==> src/rtl/mod_n_cascade_timer.sv <==
// mod_n_cascade_timer
// Chain of DIGITS down-counting digits. Each digit has its own modulus, so the
// chain can count down an MM:SS (or any mixed-radix) preset.
// A small control FSM (IDLE/RUN/PAUSED/DONE) decides when a tick decrements the
// chain. It also latches completion until software acknowledges it with start.
module mod_n_cascade_timer #(
  parameter int                    DIGITS = 4,
  parameter int                    W      = 4,
  parameter logic [DIGITS*W-1:0]   MODS   = 16'hAA6A
) (
  input  logic                clk,
  input  logic                clrn,
  input  logic                loadn,
  input  logic [DIGITS*W-1:0] data,
  input  logic                start,
  input  logic                pause,
  input  logic                cancel,
  input  logic                tick,
  output logic [DIGITS*W-1:0] out,
  output logic                tc,
  output logic                zero,
  output logic                running,
  output logic                done,
  output logic [1:0]          state
);

  typedef enum logic [1:0] {
    IDLE   = 2'd0,
    RUN    = 2'd1,
    PAUSED = 2'd2,
    DONE   = 2'd3
  } state_t;

  // Largest legal value of each digit (modulus - 1).
  // A modulus field of 0 encodes 2^W, and subtracting 1 in W bits then gives all
  // ones, which is the correct maximum for that case.
  function automatic logic [DIGITS*W-1:0] max_values();
    logic [DIGITS*W-1:0] r;
    r = '0;
    for (int i = 0; i < DIGITS; i++) begin
      r[W*i +: W] = MODS[W*i +: W] - W'(1);
    end
    return r;
  endfunction

  localparam logic [DIGITS*W-1:0] MAXV = max_values();

  state_t              state_q, state_d;
  logic [DIGITS*W-1:0] out_q, out_d;
  logic                zero_q, zero_d;
  logic                running_q, running_d;
  logic                done_q, done_d;

  logic [DIGITS*W-1:0] clamped;
  logic [DIGITS*W-1:0] dec_val;
  logic [DIGITS:0]     borrow;
  logic                last_count;

  // Preset value with each digit clamped to its own modulus minus one.
  // Example: loading 0xC into a mod-10 digit gives 9.
  always_comb begin
    clamped = '0;
    for (int i = 0; i < DIGITS; i++) begin
      if (data[W*i +: W] > MAXV[W*i +: W]) begin
        clamped[W*i +: W] = MAXV[W*i +: W];
      end else begin
        clamped[W*i +: W] = data[W*i +: W];
      end
    end
  end

  // Borrow ripples from digit 0 upward.
  // A digit that receives a borrow and is already zero wraps to its maximum and
  // passes the borrow on to the next digit.
  always_comb begin
    dec_val   = out_q;
    borrow    = '0;
    borrow[0] = 1'b1;
    for (int i = 0; i < DIGITS; i++) begin
      if (borrow[i]) begin
        if (out_q[W*i +: W] == '0) begin
          dec_val[W*i +: W] = MAXV[W*i +: W];
          borrow[i+1]       = 1'b1;
        end else begin
          dec_val[W*i +: W] = out_q[W*i +: W] - W'(1);
          borrow[i+1]       = 1'b0;
        end
      end else begin
        dec_val[W*i +: W] = out_q[W*i +: W];
        borrow[i+1]       = 1'b0;
      end
    end
  end

  // Terminal count: the next accepted tick takes the whole chain from 1 to 0.
  always_comb begin
    last_count = (out_q == (DIGITS*W)'(1));
    tc         = (state_q == RUN) && tick && !pause && last_count;
  end

  // Next count and next state.
  // Priority, highest first: cancel, then load, then the FSM.
  // The status flags are derived from the next values so that they change on
  // the same edge as the count and the state.
  always_comb begin
    out_d   = out_q;
    state_d = state_q;
    if (cancel) begin
      out_d   = '0;
      state_d = IDLE;
    end else if (!loadn) begin
      out_d   = clamped;
      state_d = IDLE;
    end else begin
      case (state_q)
        IDLE: begin
          if (start && !pause && !zero_q) begin
            state_d = RUN;
          end
        end
        RUN: begin
          if (pause) begin
            state_d = PAUSED;
          end else if (tick) begin
            if (last_count) begin
              out_d   = '0;
              state_d = DONE;
            end else begin
              out_d = dec_val;
            end
          end
        end
        PAUSED: begin
          if (start && !pause) begin
            state_d = RUN;
          end
        end
        DONE: begin
          out_d = '0;
          if (start) begin
            state_d = IDLE;
          end
        end
        default: begin
          out_d   = '0;
          state_d = IDLE;
        end
      endcase
    end
    zero_d    = (out_d == '0);
    running_d = (state_d == RUN);
    done_d    = (state_d == DONE);
  end

  // Count, state and registered status flags, with asynchronous active-low clear.
  always_ff @(posedge clk or negedge clrn) begin
    if (!clrn) begin
      out_q     <= '0;
      state_q   <= IDLE;
      zero_q    <= 1'b1;
      running_q <= 1'b0;
      done_q    <= 1'b0;
    end else begin
      out_q     <= out_d;
      state_q   <= state_d;
      zero_q    <= zero_d;
      running_q <= running_d;
      done_q    <= done_d;
    end
  end

  assign out     = out_q;
  assign zero    = zero_q;
  assign running = running_q;
  assign done    = done_q;
  assign state   = state_q;

endmodule

==> config.mk <==
export PLATFORM = sky130hd
export DESIGN_NAME = mod_n_cascade_timer
export DESIGN_NICKNAME = d
export VERILOG_FILES = /design/src/rtl/mod_n_cascade_timer.sv
export SDC_FILE = /design/constraint.sdc
export NUM_CORES = 1
export LEC_CHECK = 0
export CAP_MARGIN = 30
export CORE_MARGIN = 2
export CORE_UTILIZATION = 30
export DETAILED_ROUTE_END_ITERATION = 12
export PLACE_DENSITY_LB_ADDON = 0.15
export SLEW_MARGIN = 10
export SYNTH_ARGS = -nofsm -noshare
export SYNTH_HDL_FRONTEND = slang
export SYNTH_SLANG_ARGS = --single-unit
==> constraint.sdc <==
create_clock -name clk -period 3.7 [get_ports clk]
set_clock_uncertainty 0.05 [all_clocks]
set_input_delay 0.74 -clock clk [delete_from_list [all_inputs] [get_ports clk]]
set_output_delay 0.74 -clock clk [all_outputs]
set_load 0.01 [all_outputs]
Yosys cells after proc, flatten, opt, wreduce, memory -nomap -nowiden
Cells that the tools add are included.
{"block": "word_totals", "in_bits": 23, "reg_bits": 21, "word_cells": 63, "out_inout_bits": 22}
{"block": "classes", "muxes": 31, "n_eq_ne": 6, "n_addsub": 4, "n_reduce_logical": 13, "order_cmp": 4}
{"operator": "16-bit 2-to-1 mux", "n": 5}
{"operator": "4-bit 2-to-1 mux", "n": 11}
{"operator": "16-bit case mux with 2 select lines", "n": 1}
{"operator": "16-bit by 1-bit equality test with 1-bit output, second input constant", "n": 1}
{"operator": "16-bit zero test", "n": 1}
{"operator": "4-bit zero test", "n": 4}
{"operator": "2-bit 2-to-1 mux", "n": 8}
{"operator": "4-bit by 1-bit subtractor with 4-bit output, second input constant", "n": 4}
{"operator": "4-bit > comparator, second input constant", "n": 3}
{"operator": "2-bit case mux with 4 select lines", "n": 1}
{"operator": "2-bit equality test, second input constant", "n": 3}
{"operator": "1-bit logical AND", "n": 5}
{"operator": "1-bit 2-to-1 mux", "n": 5}
{"operator": "2-bit by 1-bit equality test with 1-bit output, second input constant", "n": 2}
{"operator": "4-bit by 3-bit > comparator with 1-bit output, second input constant", "n": 1}
{"operator": "1-bit zero test", "n": 2}
{"operator": "2-bit zero test", "n": 1}

Longest topological paths before layout
Gate-level depths: netlist of the first run.
{"block": "logic_depth", "ltp_word": 12, "ltp_mapped": 10, "depth_no_buf": 9}

Worst setup path before layout of the first run
No wires, ideal clock.
{"block": "synth_path", "path_kind": "input to register", "startpoint": "input port pause", "endpoint": "register zero_q (netlist: zero)", "required_ps": 3575, "path_buffers": 0, "setup_ps": 75, "arrival_time_ps": 2719, "slack_ps": 856, "cell_stages": 7, "path_cell_list": "or4b_4 nor4_4 nor2_2 o221a_4 o21bai_1 or4_1 nor3_2"}
{"block": "synth_via", "elab_chain_len": 5}
{"item": "start, declared", "line_no": "16", "rtl": "input logic pause,"}
{"item": "16-bit 2-to-1 mux", "line_no": "122", "rtl": "if (pause) begin"}
{"item": "16-bit case mux with 2 select lines", "line_no": "115", "rtl": "case (state_q)"}
{"item": "16-bit 2-to-1 mux", "line_no": "111", "rtl": "end else if (!loadn) begin"}
{"item": "16-bit 2-to-1 mux", "line_no": "108", "rtl": "if (cancel) begin"}
{"item": "via out_d[8]", "line_no": "49", "rtl": "logic [DIGITS*W-1:0] out_q, out_d;"}
{"item": "16-bit zero test", "line_no": "150", "rtl": "zero_d = (out_d == '0);"}
{"item": "via zero_d", "line_no": "50", "rtl": "logic zero_q, zero_d;"}
{"item": "end signal, assigned", "line_no": "166", "rtl": "zero_q <= zero_d;"}
{"item": "end, declared", "line_no": "50"}
The timed path passes the listed nets, and every way through them passes these cells.

Final worst setup path of the first run
{"block": "layout_path", "startpoint": "input port tick", "endpoint": "output port tc"}
{"block": "layout_via", "elab_chain_len": 3}
{"item": "start, declared", "line_no": "18", "rtl": "input logic tick,"}
{"item": "1-bit logical AND (3 in a row)", "line_no": "98", "rtl": "tc = (state_q == RUN) && tick && !pause && last_count;"}
{"item": "end, declared", "line_no": "20", "rtl": "output logic tc,"}
Every way passes these cells.

==> flow_summary.ini, run 1 <==
[yosys]
synth_warnings = 0
syn_area_um2 = 1860
synth_edf_count = 0
yosys.cell_count.top_type = nor2_1
synthArstFlopShare_pct = 100
ys_seq_elements = 21
syn_inst = 215
syn_area_per_cell_um2 = 8.64
yosysUniqueCellTypes = 63
synthesis.nets = 244
post-synth-top-area-cell = dfrtp_1
synth_commonest_cells = nor2_1 (21), dfrtp_1 (20), inv_1 (19)
ys.flop_type = dfrtp_1
seq_area_frac_synth_pct = 28.4
yosys.area.top_type_share_pct = 27.0
synth_area_leaders = dfrtp_1 (27%), a21oi_1 (4.9%), nor2_1 (4.2%)

[sta]
min_period_ps = 3310
slew_headroom_pct = 58.8
hold_viol = 0
tns_ps = 0
fin_crit_sh_pct = 89.5
rsz0062_at_grt = false
setup_ws_ps = 387
max_freq_mhz = 302
setup_viol = 0
drv_slew = 0
worst_pin_slew_ps = 610

[power_and_ir_drop]
ir_drop_v = 0.000125
netSwitchingPower_uw = 223
power_density_nw_per_um2 = 267
netSwitchingFraction_pct = 34.7
p_seq_share_pct = 40.7
power.share.clock_pct = 25.6
p_comb_share_pct = 33.7
internal_power_uw = 419
p_leak_nw = 0.930

[clocking]
cts_htree_levels = 1
cts.sinks = 21
tritoncts = yes
holdBufCountCts = 0
clkTransAtPathRegs_ps = 90
ctsResizeCount = 0
cts_buffer_depth = 2
cts_buffers = 3
cts_root_buf = clkbuf_8
post_cts_buffers = 0
clock_latency_ps = 270

[global_route]
gr-usage-all-layers_pct = 19.7
grt_max_degree = 22
grt_first_pass_wirelength_mm = 10.0
grt_pass1_vias = 1922
antenna_found_initial = 0
grt_overflow = 0

[setup_path]
path_common_cell = clkdlybuf4s50_1
rr_worst_depth = 9
cp.required_ps = 2910
path_cells = clkdlybuf4s50_1 > nor2b_1 > buf_4 > nand3_1 > nor2_1 > clkdlybuf4s50_1
startpoint_type = primary input
crit_family = buffers and inverters
r2r_slack_ps = 420
path_depth = 6
path_class = in2out
critPathBufInv = 3
critPathCaptureType = primary output
cp_max_fo = 6
arrival_ps = 2520
cp_slowest_cell = clkdlybuf4s50_1
slowest_delay_ps = 560

[die]
die_y_um = 82.7
row_count = 28
die-area_um2 = 6830
io_pins = 45
core_area_um2 = 5960
die_x_um = 82.7
start_util_pct = 31.2

[placed_design]
gp_congestion = 0.907
dp.final_hpwl_mm = 4.84
preCtsSetupSlack_ps = 151
io_buffers = 44

[outcome]
outcome = completed

[route]
drc = 0
avgRoutedWirePerCell_um = 18.5
drt-pass1-iter-count = 4
drt_iter0_drc = 117
ant_nets = 0
vias_per_cell = 5.57
dr_total_vias = 1881
drt_wl_total_mm = 6.24

[final_layout]
syn_to_final_growth_pct = 29.3
nets = 293
diodes = 0
drive_gt1_share_pct = 14.8

[job]
maxCapViolations = 0

[hold_path]
hp-class = reg2reg
min_path_cells = 1
cells in the final DEF (no fill, tap or decap), types with 3 or more instances in the layout:
master and instances:
ha_1 6, nand2b_1 4, a31oi_1 6, nor3b_2 4, nor4_1 4, o2111ai_1 3
nor2_1 21, nand2_1 6, a21oi_1 18, o21ai_0 13, buf_4 11, nand3_1 4
nor3_1 9, a211oi_1 3, inv_1 19, a31o_2 3, o211ai_1 3, or4_1 4
clkbuf_8 3, o31ai_1 4, dfrtp_1 20, nand4_1 3, clkdlybuf4s50_1 44
worst paths after layout:
path	from	end
max in group asynchronous	clrn	zero
min in group asynchronous	clrn	running
min reg2reg	out[4]	out[4]
max	tick	tc
min	out[4]	out[4]
max reg2reg	out[4]	zero
per-layer routing:
layer	global-route usage [%]	share of wire (%)	vias up
met5	0	0	-
met4	6.23	2.1	0
met3	3.26	5.9	10
met2	31.8	46	60
met1	26.9	46	902
li1	-	-	909
kinds of logic (layout without fill, tap and decap cells):
logic type	count (synthesis)	after routing	share of synthesized area, %
simple gates	84	84	28.8
buf+inv	30	78	10.2
flops	21	21	28.4
fa+ha+maj	6	6	4.04
compound gates	74	74	28.5
per-stage QoR:
stage,hold WS (ps),cell area (um^2),std cells,util [%],total power [mW]
after global placement,596,2350,334,39.5,0.482
after global routing,663,2400,338,40.3,0.683
after CTS,624,2400,338,40.3,0.643
after floorplan,394,1860,215,-,0.388
after detailed placement,600,2350,334,39.5,0.479
final,623,2400,338,40.3,0.641
worst register-to-register path, stage by stage (launching register included):
cell and delay [ps]:
dfrtp_1 430, inv_1 80, ha_1 230, or3b_1 580
nor4_1 510, a31oi_1 190, o221a_4 300, o21bai_1 160
or4_1 530, nor3_2 160
sequential cells by signal, summed over array words and instances (netlist names):
name	count
running	1
done	1
zero	1
state	2
out	16
layout make-up:
cell class / count / area, um^2
Timing Repair Buffer: 55 / 523
Fill cell: 646 / 3550
Multi-Input combinational cell: 164 / 1140
Clock buffer: 3 / 41.3
Tap cell: 75 / 93.8
Inverter: 19 / 71.3
Clock inverter: 1 / 5.00
Sequential cell: 21 / 527
power groups by stage:
stage               Sequential (mW)  Combinational, mW  Clock, mW
finish                        0.261              0.216      0.164
detailed placement            0.265              0.214          0
CTS                           0.261              0.215      0.167
global route                  0.264              0.237      0.183
global placement              0.266              0.216          0
floorplan                     0.264              0.124          0
Note: power is estimated with default switching activity, not from simulation.
==> run 2, diff against run 1 <==
--- a/config.mk
+++ b/config.mk
@@ -10,7 +10,6 @@
 export CORE_UTILIZATION = 30
 export DETAILED_ROUTE_END_ITERATION = 12
 export PLACE_DENSITY_LB_ADDON = 0.15
-export SLEW_MARGIN = 10
 export SYNTH_ARGS = -nofsm -noshare
 export SYNTH_HDL_FRONTEND = slang
 export SYNTH_SLANG_ARGS = --single-unit
==> results of run 2 <==
Same layout as run 1: the final DEF is identical, and so are final timing and power.
==> run 3, diff against run 2 <==
--- a/config.mk
+++ b/config.mk
@@ -5,6 +5,7 @@
 export SDC_FILE = /design/constraint.sdc
 export NUM_CORES = 1
 export LEC_CHECK = 0
+export ABC_AREA = 1
 export CAP_MARGIN = 30
 export CORE_MARGIN = 2
 export CORE_UTILIZATION = 30
==> constraint.sdc (replaced) <==
create_clock -name clk -period 3.41 [get_ports clk]
set_clock_uncertainty 0.05 [all_clocks]
set_input_delay 0.682 -clock clk [delete_from_list [all_inputs] [get_ports clk]]
set_output_delay 0.682 -clock clk [all_outputs]
set_load 0.01 [all_outputs]
==> run 3 against run 2 <==
Register-to-register slack improved by 890 ps; largest cell class unchanged; synthesized area grew 7.7%; first-iteration DRC count is 6.8% lower; clock power hardly changed; die area is 7.4% higher; sequential power grew 8.8%; critical path type unchanged; critical path depth increased by 1; combinational power up 31%; worst hold slack worse by 23 ps; via count rose by 8.4%.
==> flow_summary.ini, run 3 <==
[die]
die-area_um2 = 7340
core_area_um2 = 6390
start_util_pct = 31.3
row_count = 29
die_x_um = 85.7
io_pins = 45
die_y_um = 85.7

[clocking]
cts_buffers = 3
tritoncts = yes
cts_buffer_depth = 2
holdBufCountCts = 0
clkTransAtPathRegs_ps = 70
clock_latency_ps = 260
ctsResizeCount = 0
post_cts_buffers = 0
cts_root_buf = clkbuf_8
cts.sinks = 21
cts_htree_levels = 1

[global_route]
grt_pass1_vias = 1949
gr-usage-all-layers_pct = 16.8
grt_overflow = 0
grt_max_degree = 19
antenna_found_initial = 0
grt_first_pass_wirelength_mm = 9.76

[final_layout]
nets = 392
drive_gt1_share_pct = 11.3
mostFrequentLayoutCells = nand2_1 (96), inv_1 (44), clkdlybuf4s50_1 (44)
fin_util_pct = 40.9
final_area_um2 = 2610
fillers = 702
largest_reg_flops = 16
final_common_cell = nand2_1
syn_to_final_growth_pct = 30.5
diodes = 0

[yosys]
post-synth-top-area-cell = dfrtp_1
yosys.cell_count.top_type = nand2_1
synth_area_leaders = dfrtp_1 (25%), nand2_1 (18%), inv_1 (8.3%)
seq_area_frac_synth_pct = 26.3
syn_inst = 314
ys.flop_type = dfrtp_1
ys_seq_elements = 21
synthesis.nets = 343
synth_edf_count = 0
synth_warnings = 0
synth_commonest_cells = nand2_1 (96), inv_1 (44), nor2_1 (30)
synthArstFlopShare_pct = 100
yosysUniqueCellTypes = 33
yosys.area.top_type_share_pct = 25.0
syn_area_per_cell_um2 = 6.37
syn_area_um2 = 2000

[sta]
hold_viol = 0
tns_ps = 0
min_period_ps = 3140
rsz0062_at_grt = false
drv_slew = 0
hold_slack_ps = 600
slew_headroom_pct = 71.0
setup_viol = 0
worst_pin_slew_ps = 433
max_freq_mhz = 318
fin_crit_sh_pct = 92.2

[route]
ant_nets = 0
drt_wl_total_mm = 5.96
drt_iter0_drc = 109
drc = 0
vias_per_cell = 4.64
routed-wl-met3_um = 209
top_layer = met4
dr_total_vias = 2039
met2_length_mm = 2.82
avgRoutedWirePerCell_um = 13.6
drt-pass1-iter-count = 4
m1WireLength_mm = 2.91

[setup_path]
path_class = in2out
critPathCaptureType = primary output
cp.required_ps = 2680
arrival_ps = 2410
cp_max_fo = 9
startpoint_type = primary input

[placed_design]
dpl_cell_area_um2 = 2560
io_buffers = 44
gp_congestion = 0.814
dp.final_hpwl_mm = 4.84

[hold_path]
hp-class = reg2reg

[power_and_ir_drop]
p_leak_nw = 1.35
power_density_nw_per_um2 = 281
ir_drop_v = 0.000138
total_power_uw = 733

[outcome]
outcome = completed

[job]
maxCapViolations = 0
run 3: report_power, final:
group          internal, mW  total [mW]  switching [mW]  leakage (nW)
Sequential            0.263       0.284          0.0214         0.276
Combinational         0.119       0.284           0.165          1.05
Clock                0.0832       0.165          0.0816        0.0228
run 3: cell families after synthesis:
logic type                 share of synthesized area [%]
adders and majority gates                           3.75
AOI/OAI and AO/OA                                   10.9
xor gates and xnor gates                           0.438
and+or+nand+nor                                     46.3
DFF                                                 26.3
buffers and inverters                               12.3
run 3: through the flow:
step	worst slack, ps	std cells
final	267	439
after global routing	201	439
after CTS	249	439
after detailed placement	249	435
after global placement	290	434
after floorplan	1350	314
run 3: worst paths after layout:
kind | slack, ps | depth (start not counted) | start | endpoint
setup / recovery | 270 | 7 | pause | tc
hold / removal | 600 | 4 | out[8] | out[8]
setup reg to reg | 1310 | 12 | state[0] | zero
hold reg to reg | 600 | 4 | out[8] | out[8]
max in group asynchronous | 2140 | 2 | clrn | zero
min in group asynchronous | 670 | 1 | clrn | out[3]
run 3: cell type report:
type                    instances  area [um^2]  area share, %
multi-input cells             235         1230           47.1
flip-flops and latches         21          527           20.2
repair buffers                 49          498           19.1
inverters                      53          215           8.25
well taps                      77         96.3           3.69
clock buffers                   4         45.0           1.73
run 3: per-layer routing:
layer	global-route usage, %	vias up
li1	-	1085
met1	22.9	905
met2	28.3	47
met3	1.44	2
met4	5.05	0
met5	0	-
run 3: critical path, stage by stage:
cell,delay (ps)
clkdlybuf4s50_1,480
inv_2,140
nand2_4,110
bufinv_8,240
nand3_2,90
nor2_1,110
clkdlybuf4s50_1,540
